`src/rtl/mul17_share_sched_pkg.sv`:
```
// Shared widths and FSM encodings for the shared multiply-by-17 scheduler.
package mul17_share_sched_pkg;
   localparam int W_DEF     = 8;
   localparam int CNT_W_DEF = 8;

   localparam logic [1:0] ST_IDLE = 2'd0;
   localparam logic [1:0] ST_CALC = 2'd1;
   localparam logic [1:0] ST_HOLD = 2'd2;

   typedef enum logic [1:0] {
      S_IDLE = ST_IDLE,
      S_CALC = ST_CALC,
      S_HOLD = ST_HOLD
   } state_t;
endpackage

```
`src/rtl/mul17_share_sched_if.sv`:
```
// Requester handshakes plus the tagged result bus toward the consumer.
interface mul17_share_sched_if #(parameter int W = 8);
   logic           req0;
   logic [W-1:0]   a0;
   logic           ack0;
   logic           req1;
   logic [W-1:0]   a1;
   logic           ack1;
   logic [2*W-1:0] res;
   logic           res_id;
   logic           res_valid;
   logic           res_ready;

   modport master (
      output req0, a0, req1, a1, res_ready,
      input  ack0, ack1, res, res_id, res_valid
   );

   modport slave (
      input  req0, a0, req1, a1, res_ready,
      output ack0, ack1, res, res_id, res_valid
   );
endinterface

```
`src/rtl/mul17_share_sched_core.sv`:
```
// Combinational a*17 as (a<<4)+a, zero-extended to 2W so nothing truncates.
module mul17_core #(
   parameter int W = 8
) (
   input  logic [W-1:0]   a,
   output logic [2*W-1:0] p
);
   logic [2*W-1:0] ax;

   assign ax = {{W{1'b0}}, a};
   assign p  = (ax << 4) + ax;
endmodule

```
`src/rtl/mul17_share_sched.sv`:
```
// Round-robin two-requester scheduler sharing one mul17 datapath,
// holding each tagged result until accepted and counting completions.
module mul17_share_sched
   import mul17_share_sched_pkg::*;
#(
   parameter int W     = W_DEF,
   parameter int CNT_W = CNT_W_DEF
) (
   input  logic             clk,
   input  logic             Reset,
   mul17_share_sched_if.slave bus,
   output logic             busy,
   output logic [CNT_W-1:0] done_cnt,
   output logic             OV
);
   state_t         state, state_nxt;
   logic [W-1:0]   op_reg;
   logic           id_reg;
   logic           last_id;
   logic           gnt;
   logic           gnt_vld;
   logic [2*W-1:0] prod;

   mul17_core #(.W(W)) u_core (.a(op_reg), .p(prod));

   assign busy = (state != S_IDLE);

   // Ties go to whoever did not win last; a lone request wins outright.
   always_comb begin
      gnt_vld   = bus.req0 | bus.req1;
      gnt       = (bus.req0 && bus.req1) ? ~last_id : bus.req1;
      state_nxt = state;
      case (state)
         S_IDLE:  if (gnt_vld) state_nxt = S_CALC;
         S_CALC:  state_nxt = S_HOLD;
         S_HOLD:  if (bus.res_ready) state_nxt = S_IDLE;
         default: state_nxt = S_IDLE;
      endcase
   end

   always_ff @(posedge clk) begin
      if (!Reset) state <= S_IDLE;
      else        state <= state_nxt;
   end

   always_ff @(posedge clk) begin
      if (!Reset) begin
         bus.ack0      <= 1'b0;
         bus.ack1      <= 1'b0;
         bus.res_valid <= 1'b0;
         bus.res       <= '0;
         bus.res_id    <= 1'b0;
         done_cnt      <= '0;
         OV            <= 1'b0;
         last_id       <= 1'b1;
         op_reg        <= '0;
         id_reg        <= 1'b0;
      end else begin
         bus.ack0 <= 1'b0;
         bus.ack1 <= 1'b0;
         OV       <= 1'b0;
         case (state)
            S_IDLE: if (gnt_vld) begin
               op_reg   <= gnt ? bus.a1 : bus.a0;
               id_reg   <= gnt;
               last_id  <= gnt;
               bus.ack0 <= ~gnt;
               bus.ack1 <= gnt;
            end
            S_CALC: begin
               bus.res       <= prod;
               bus.res_id    <= id_reg;
               bus.res_valid <= 1'b1;
            end
            S_HOLD: if (bus.res_ready) begin
               bus.res_valid <= 1'b0;
               done_cnt      <= done_cnt + CNT_W'(1);
               OV            <= &done_cnt;
            end
            default: ;
         endcase
      end
   end
endmodule

```
`src/flat_wrapper.sv`:
```
// flat-port wrapper written by rule: the top's interface ports become plain ports
module mul17_share_sched_flat import mul17_share_sched_pkg::*;
#(
   parameter int W     = W_DEF,
   parameter int CNT_W = CNT_W_DEF
)
  (clk, Reset, busy, done_cnt, OV, bus_req0, bus_a0, bus_req1, bus_a1, bus_res_ready, bus_ack0, bus_ack1, bus_res, bus_res_id, bus_res_valid);
  mul17_share_sched_if #(.W(W)) bus_i ();
  input  logic clk;
  input  logic Reset;
  output logic busy;
  output logic [CNT_W-1:0] done_cnt;
  output logic OV;
  input wire logic [$bits(bus_i.req0)-1:0] bus_req0;
  input wire logic [$bits(bus_i.a0)-1:0] bus_a0;
  input wire logic [$bits(bus_i.req1)-1:0] bus_req1;
  input wire logic [$bits(bus_i.a1)-1:0] bus_a1;
  input wire logic [$bits(bus_i.res_ready)-1:0] bus_res_ready;
  output wire logic [$bits(bus_i.ack0)-1:0] bus_ack0;
  output wire logic [$bits(bus_i.ack1)-1:0] bus_ack1;
  output wire logic [$bits(bus_i.res)-1:0] bus_res;
  output wire logic [$bits(bus_i.res_id)-1:0] bus_res_id;
  output wire logic [$bits(bus_i.res_valid)-1:0] bus_res_valid;
  assign bus_i.req0 = bus_req0;
  assign bus_i.a0 = bus_a0;
  assign bus_i.req1 = bus_req1;
  assign bus_i.a1 = bus_a1;
  assign bus_i.res_ready = bus_res_ready;
  assign bus_ack0 = bus_i.ack0;
  assign bus_ack1 = bus_i.ack1;
  assign bus_res = bus_i.res;
  assign bus_res_id = bus_i.res_id;
  assign bus_res_valid = bus_i.res_valid;
  mul17_share_sched #(.W(W), .CNT_W(CNT_W)) u_core (.clk(clk), .Reset(Reset), .bus(bus_i), .busy(busy), .done_cnt(done_cnt), .OV(OV));
endmodule
```
`config.mk`:
```
export PLATFORM = sky130hd
export DESIGN_NAME = mul17_share_sched_flat
export DESIGN_NICKNAME = d
export VERILOG_FILES = /design/src/rtl/mul17_share_sched_pkg.sv /design/src/rtl/mul17_share_sched_if.sv /design/src/rtl/mul17_share_sched_core.sv /design/src/rtl/mul17_share_sched.sv /design/src/flat_wrapper.sv
export SDC_FILE = /design/constraint.sdc
export NUM_CORES = 1
export LEC_CHECK = 0
export ABC_AREA = 1
export CAP_MARGIN = 30
export CORE_MARGIN = 4
export CORE_UTILIZATION = 47
export CTS_CLUSTER_SIZE = 28
export DETAILED_ROUTE_END_ITERATION = 10
export PLACE_DENSITY = 0.83
export SYNTH_ARGS = -nofsm -noshare
export SYNTH_HDL_FRONTEND = slang
export SYNTH_SLANG_ARGS = --single-unit
```
`constraint.sdc`:
```
create_clock -name clk -period 2.11 [get_ports clk]
set_clock_uncertainty 0.15 [all_clocks]
set_input_delay 0.422 -clock clk [delete_from_list [all_inputs] [get_ports clk]]
set_output_delay 0.422 -clock clk [all_outputs]
set_load 0.02 [all_outputs]
```
Yosys cells after proc, flatten, opt, wreduce, memory -nomap -nowiden
Index checks and enable logic that the tools add are counted.
W data, S select, Z words.
{"block": "classes", "mux": 7, "div": 0, "n_reduce_logical": 11, "n_addsub": 2, "magnitude_cmp": 0, "eq_ne": 4, "n_bitwise": 3, "n_mul": 0, "shifts": 0}
{"operator": "$add A12 B8 Y13", "count": 1}
{"operator": "$add A8 B1 Y8 const B", "count": 1}
{"operator": "$mux W8", "count": 1}
{"operator": "$reduce_and A2 Y1", "count": 4}
{"operator": "$reduce_and A8 Y1", "count": 1}
{"operator": "$pmux W2 S3", "count": 1}
{"operator": "$reduce_and A3 Y1", "count": 2}
{"operator": "$mux W2", "count": 2}
{"operator": "$reduce_bool A2 Y1", "count": 2}
{"operator": "$eq A2 B1 Y1 const B", "count": 1}
{"operator": "$eq A2 B2 Y1 const B", "count": 1}
{"operator": "$logic_not A2 Y1", "count": 1}
{"operator": "$mux W1", "count": 2}
{"operator": "$ne A2 B1 Y1 const B", "count": 1}
{"operator": "$ne A2 B2 Y1 const B", "count": 1}
{"operator": "$not A1 Y1", "count": 2}
{"operator": "$pmux W1 S2", "count": 1}
{"operator": "$logic_and A1 B1 Y1", "count": 1}
{"operator": "$or A1 B1 Y1", "count": 1}
{"block": "totals", "mem_bits_rw": 0, "memories": 0, "mem_bits_ro": 0, "latch_bits": 0, "out_inout_bits": 30, "elab_cells": 38, "reg_bits": 41, "in_bits": 21}

Logic depth before layout (Yosys ltp)
Gate-level depths: netlist of run 1.
{"block": "depth", "depth_word": 3, "mapped_depth": 9, "ltp_nobuf": 9}

By module
Synthesis of run 1 repeated with hierarchy kept, for this count alone.
{"block": "hier_totals", "cells_unflattened": 274, "area_unflattened_um2": 1963.1}
{"module": "mul17_share_sched", "seq_area_each_um2": 820.8, "area_each_um2": 1652.8, "cells_each": 223, "n_inst": 1}
{"module": "mul17_core", "seq_area_each_um2": 0.0, "area_each_um2": 310.3, "cells_each": 51, "n_inst": 1}

Least setup slack after synthesis of run 1
Ideal clock, no wire load.
{"block": "synth_path", "kind": "register to register", "startpoint": "register u_core.op_reg[4]", "endpoint": "register u_core.bus.res[8]", "setup_ps": 109, "n_path_buf": 0, "path_stages_with_launch": 8, "required_ps": 1851, "t_arrival_ps": 1389, "path_slack_ps": 462, "synth_period_minus_slack_ps": 1648, "cell_sequence": "dfxtp_1 > ha_1 > fa_1 > nand3_1 > a21oi_1 > nand3b_1 > nand2_1 > inv_1"}
{"block": "synth_via", "elab_chain_cells": 1}
{"element": "start: declaration", "line_no": "mul17_share_sched.sv:17", "rtl": "logic [W-1:0] op_reg;"}
{"element": "start signal: assignment", "line_no": "mul17_share_sched.sv:64", "rtl": "op_reg <= gnt ? bus.a1 : bus.a0;"}
{"element": "$add A12 B8 Y13", "line_no": "mul17_share_sched_core.sv:11", "rtl": "assign p = (ax << 4) + ax;"}
{"element": "end signal: assignment", "line_no": "mul17_share_sched.sv:71", "rtl": "bus.res <= prod;"}
{"element": "end: declaration", "line_no": "mul17_share_sched_if.sv:21", "rtl": "output ack0, ack1, res, res_id, res_valid"}
Every way passes these cells.
A chain may end at the register's enable or synchronous reset.

Worst setup path in the final report of run 1
{"block": "layout_path", "startpoint": "register u_core.done_cnt[4]", "endpoint": "output done_cnt[4]"}
{"element": "start: declaration", "line_no": "mul17_share_sched.sv:13", "rtl": "output logic [CNT_W-1:0] done_cnt,"}
{"element": "start signal: assignment", "line_no": "mul17_share_sched.sv:77", "rtl": "done_cnt <= done_cnt + CNT_W'(1);"}
{"element": "end: declaration", "line_no": "flat_wrapper.sv:12", "rtl": "output logic [CNT_W-1:0] done_cnt;"}
No word-level cell between the ends.

==> results.yml, run 1 <==
logic_synthesis:
  synth_area_leader_cell: "dfxtp_1"
  synth_top_area_share_pct: 42.7
  synth.distinct_cells: 33
  avgSynthCellArea_sq_um: 7.72
  synth-async-reset-ratio_pct: 0
  ys_warn_count: 0
  synth_ff_type: "dfxtp_1"
  ys_seq_area_share_pct: 42.7
  synthCells: 231
  ys_top_cells_by_count: "nand2_1 (44), dfxtp_1 (38), nor2_1 (32)"
  yosysMostFrequentCell: "nand2_1"
  ys_ff_latch: 38
  synth_edf_count: 0
  syn-cell-area_sq_um: 1780
  yosys-top-cells-area: "dfxtp_1 (43%), nand2_1 (9.3%), nor2_1 (6.7%)"
layout:
  instances_no_fill: 329
  multi_input_area_sq_um: 883
  n_antenna_cell: 0
  drive_gt1_share_pct: 9.25
  regArea_sq_um: 761
  nNetsFinal: 307
  fillers: 322
  design_area_sq_um: 2370
  largest_reg_flops: 13
  area_growth_pct: 32.9
critical_path:
  cp.arrival_ps: 1340
  crit_chain: "clkdlybuf4s50_1"
  crit_slowest_cell: "clkdlybuf4s50_1"
  r2r_slack_ps: 320
  crit_family: "buffers and inverters"
  end_kind: "primary output"
  r2r_cells: 7
  critPathBufInv: 1
  critPathMaxFanout: 6
  crit_type: "flip-flop to primary output"
  timing.rr.start: "u_core.op_reg[4]"
  r2r-end: "u_core.bus.res[8]"
  critPathLaunchType: "flip-flop"
  critPathMaxStageDelay_ps: 630
  worstPathRequired_ps: 1540
pwr:
  p_comb_share_pct: 22.5
  powerDensity_nw_per_um2: 729
  internal_power_w: 0.00121
  p_leak_nw: 0.980
  swShare_pct: 29.9
  finalPower_w: 0.00173
  pwr-share-clk_pct: 29.6
  power_switching_w: 0.000516
  ir_worst_vdd_mv: 0.463
  p_seq_share_pct: 47.9
sta:
  hold_slack_ps: 324
  slew_viol_final: 0
  rsz0062_at_grt: "no"
  setup_viol: 0
  period_needed_ps: 1910
  setup_tns_ps: 0
  fmax_mhz: 523
  period_share_pct: 90.6
  hold_viol: 0
hold_path:
  holdPathEnd: "u_core.done_cnt[6]"
  hp-class: "flip-flop to flip-flop"
  hold_depth: 2
  min_from: "u_core.done_cnt[6]"
route:
  via_per_inst: 4.91
  first_iter_violations: 77
  antenna_left: 0
  routed-via-count: 1616
  drcViolationCount: 0
  wirelength_um: 3810
  wl_per_cell_um: 11.6
  dr.pass1.iters: 4
placed_design:
  place_area_sq_um: 2270
  numPortBuffers: 47
  placed_cells: 321
  place_hpwl_um: 2960
  gp_congestion: 0.857
grt:
  grt.overflow.total: 0
  antenna_found_initial: 0
  grt_pass1_vias: 1489
  grt_pass1_wl_um: 6420
  grt_max_degree: 19
  grt_usage_pct: 16.3
floorplan:
  chipHeight_um: 69.6
  core_sq_um: 3660
  core.rowCount: 22
  start_util_pct: 48.7
  die_area_sq_um: 4840
  die_w_um: 69.6
  io_pins: 51
clock_tree:
  cts_hold_buf: 0
  cts_buffers: 5
  insertion_delay_ps: 290
  htree_levels: 2
  cts_tree: "built"
  cts_sinks: 38
  path_clk_slew_ps: 70
  cts_root_buffer: "clkbuf_8"
  cts_buffer_depth: 2
run_status:
  run_status: "complete, no violations"
flow_run:
  cap_viol_max_count: 0
## timing repair
action / 4_1_cts / 5_1_grt
setup buffers: 0 / 0
endpoints found under the setup margin: 0 / 1
resized for setup: 0 / 1
## stage by stage
stage                     setup WS, ps  utilization (%)
after floorplan                    462                -
after global placement             330             62.1
after detailed placement           271             62.1
after CTS                         17.0             64.7
after global routing               131             64.7
final                              199             64.7
## power groups by stage
stage                     Sequential [W]  Clock, W  Combinational (W)
after floorplan                 0.000872         0           0.000215
final                           0.000827  0.000512           0.000388
after CTS                       0.000826  0.000523           0.000390
after detailed placement        0.000843         0           0.000388
after global placement          0.000841         0           0.000381
after global routing            0.000837  0.000547           0.000431
## per-layer routing
metal | share of wire (%) | vias to the layer above | GRT usage, %
met2 | 46 | 52 | 26.6
met5 | 0 | - | 0
met1 | 46 | 706 | 20.1
li1 | - | 852 | -
met3 | 6.4 | 6 | 4.35
met4 | 1.7 | 0 | 7.16
## cell usage in the layout (no fill, tap or decap), drive strengths merged
master,netlist,layout
a21o,1,1
a21oi,13,13
a31oi,8,8
buf,8,2
clkbuf,1,6
clkdlybuf4s50,0,46
clkinv,0,1
clkinvlp,0,1
conb,1,3
dfxtp,38,38
dlymetal6s2s,0,1
fa,1,1
ha,5,5
inv,22,22
nand2,48,48
nand3,13,13
nand3b,2,2
nand4,3,3
nor2,33,33
nor3,6,6
nor3b,1,1
o211ai,1,1
o21a,1,1
o21ai,23,23
xnor2,1,1
xor2,1,1
## cell type report
type / instances / area share (%)
timing repair buffer: 49 / 20.6
tap: 48 / 2.53
inverter: 22 / 3.48
clock inverter: 2 / 0.528
sequential: 38 / 32.1
multi-input combinational: 164 / 37.3
clock buffer: 6 / 3.48
## worst max path at each step
| stage | startpoint | end | slack, ps | depth (start not counted) |
|---|---|---|---|---|
| after floorplan | u_core.op_reg[4] | u_core.bus.res[8] | 460 | 7 |
| final | u_core.done_cnt[4] | done_cnt[4] | 200 | 1 |
| after detailed placement | bus_req1 | u_core.op_reg[0] | 270 | 5 |
| after global placement | bus_req1 | u_core.op_reg[7] | 330 | 5 |
| after global routing | u_core.op_reg[4] | u_core.bus.res[12] | 130 | 6 |
| after CTS | u_core.state[1] | busy | 20 | 3 |
## logic make-up after synthesis
| family | after synthesis | share of synthesized area (%) |
|---|---|---|
| adders and majority gates | 6 | 4.63 |
| xor gates and xnor gates | 2 | 0.983 |
| and+or+nand+nor | 106 | 28.7 |
| DFF | 38 | 42.7 |
| buffers and inverters | 31 | 8.21 |
| other | 1 | 0.210 |
| AOI/OAI and AO/OA | 47 | 14.6 |
Note: power is estimated with default switching activity, not from simulation.
==> run 2, diff against run 1 <==
- CORE_UTILIZATION: 47 -> 42
- PLACE_DENSITY: 0.83 -> 0.79
- clock period: 2.11 -> 1.68 ns (I/O delays scaled with it)
==> results.yml, run 2 (synthesized netlist as in run 1, its figures left out) <==
pwr:
  finalPower_w: 0.00220
  powerDensity_nw_per_um2: 899
  p_leak_nw: 1.14
  ir_worst_vdd_mv: 0.505
critical_path:
  crit_type: "flip-flop to flip-flop"
  critPathMaxStageDelay_ps: 370
  critPathMaxFanout: 3
  crit_slowest_cell: "fa_2"
  timing.rr.start: "u_core.op_reg[0]"
  critPathLaunchType: "flip-flop"
  cp.arrival_ps: 1650
  crit_chain: "ha_1 -> fa_2 -> nand3_2 -> a21oi_1 -> nand3b_1 -> nand2_1 -> inv_1"
  crit_path_start: "u_core.op_reg[0]"
  end_kind: "flip-flop"
  worstPathRequired_ps: 1720
floorplan:
  start_util_pct: 43.9
  io_pins: 51
  die_w_um: 73.2
  core.rowCount: 23
  core_sq_um: 4060
  chipHeight_um: 73.2
  die_area_sq_um: 5350
route:
  wirelength_um: 4090
  via_per_inst: 4.83
  routed-via-count: 1656
  drcViolationCount: 0
  dr.pass1.iters: 4
  wl_per_cell_um: 11.9
  antenna_left: 0
  first_iter_violations: 85
hold_path:
  hp-class: "flip-flop to flip-flop"
  min_from: "u_core.done_cnt[6]"
sta:
  hold_viol: 0
  setup_tns_ps: 0
  fmax_mhz: 620
  setup_viol: 0
  period_needed_ps: 1610
  rsz0062_at_grt: "yes"
  hold_slack_ps: 319
  period_share_pct: 96.0
  slew_viol_final: 0
layout:
  drive_gt1_share_pct: 14.3
  final_cell_mix: "nand2_1 (44), dfxtp_1 (38), nor2_1 (32)"
  final_common_cell: "nand2_1"
  n_antenna_cell: 0
  area_growth_pct: 37.4
  largest_reg_flops: 13
  final_util_pct: 60.4
  nNetsFinal: 319
  fillers: 381
clock_tree:
  cts_buffers: 5
  path_clk_slew_ps: 70
  cts_root_buffer: "clkbuf_8"
  post_cts_buffers: 0
  insertion_delay_ps: 290
  cts_tree: "built"
  cts_buffer_depth: 2
  cts_sinks: 38
  htree_levels: 2
  cts_hold_buf: 0
grt:
  grt_max_degree: 19
  grt_pass1_wl_um: 7050
  grt_pass1_vias: 1656
  grt_usage_pct: 16.8
  antenna_found_initial: 0
  grt.overflow.total: 0
placed_design:
  gp_congestion: 0.920
  numPortBuffers: 47
  place_hpwl_um: 3030
run_status:
  run_status: "complete, no violations"
flow_run:
  cap_viol_max_count: 0
-- run 2: final cells by class --
| type | count | area, sq um | area share, % |
|---|---|---|---|
| Tap cell | 50 | 62.6 | 2.55 |
| Multi-Input combinational cell | 164 | 911 | 37.2 |
| Timing Repair Buffer | 61 | 542 | 22.1 |
| Inverter | 22 | 82.6 | 3.37 |
| Clock inverter | 1 | 5.00 | 0.204 |
| Clock buffer | 7 | 86.3 | 3.52 |
| Sequential cell | 38 | 761 | 31.1 |
-- run 2: critical path: cells and delay by family (launching register included) --
family,cells,cell delay (ps)
flip-flops,1,320
AND/OR/NAND/NOR,3,340
buffers and inverters,1,30
adder cells (fa/ha/maj),2,600
AO/OA/AOI/OAI,1,70
-- run 2: repair_timing --
| item | in CTS | in global routing |
|---|---|---|
| gates resized for setup | 29 | 4 |
| setup endpoints to repair | 29 | 5 |
| hold endpoints to repair | 0 | 0 |
| pin swaps | 0 | 0 |
-- run 2: report_power, final --
group | internal, W | switching, W | total, W
logic | 0.000235 | 0.000300 | 0.000535
registers | 0.000975 | 0.0000502 | 0.00103
clock network | 0.000331 | 0.000310 | 0.000641
total | 0.00154 | 0.000660 | 0.00220
-- run 2: per-layer routing --
| layer | vias to the layer above | wire [um] | GRT usage, % |
|---|---|---|---|
| met4 | 0 | 102 | 7.58 |
| met5 | - | 0 | 0 |
| met2 | 53 | 1850 | 27.4 |
| met3 | 9 | 259 | 4.41 |
| met1 | 718 | 1870 | 20.7 |
| li1 | 876 | - | - |
-- run 2: per-stage QoR --
step	setup slack, ps	instances	area [sq um]
floorplan	32.1	233	1790
global placement	16.7	335	2360
detailed placement	-33.0	335	2360
CTS	1.06	343	2430
global route	-5.58	343	2450
finish	67.1	343	2450
-- run 2: worst paths after layout --
kind                        end  slack (ps)  cells past startpoint
max reg2reg   u_core.bus.res[8]          70                      7
min          u_core.done_cnt[6]         320                      2
min reg2reg  u_core.done_cnt[6]         320                      2
max           u_core.bus.res[8]          70                      7
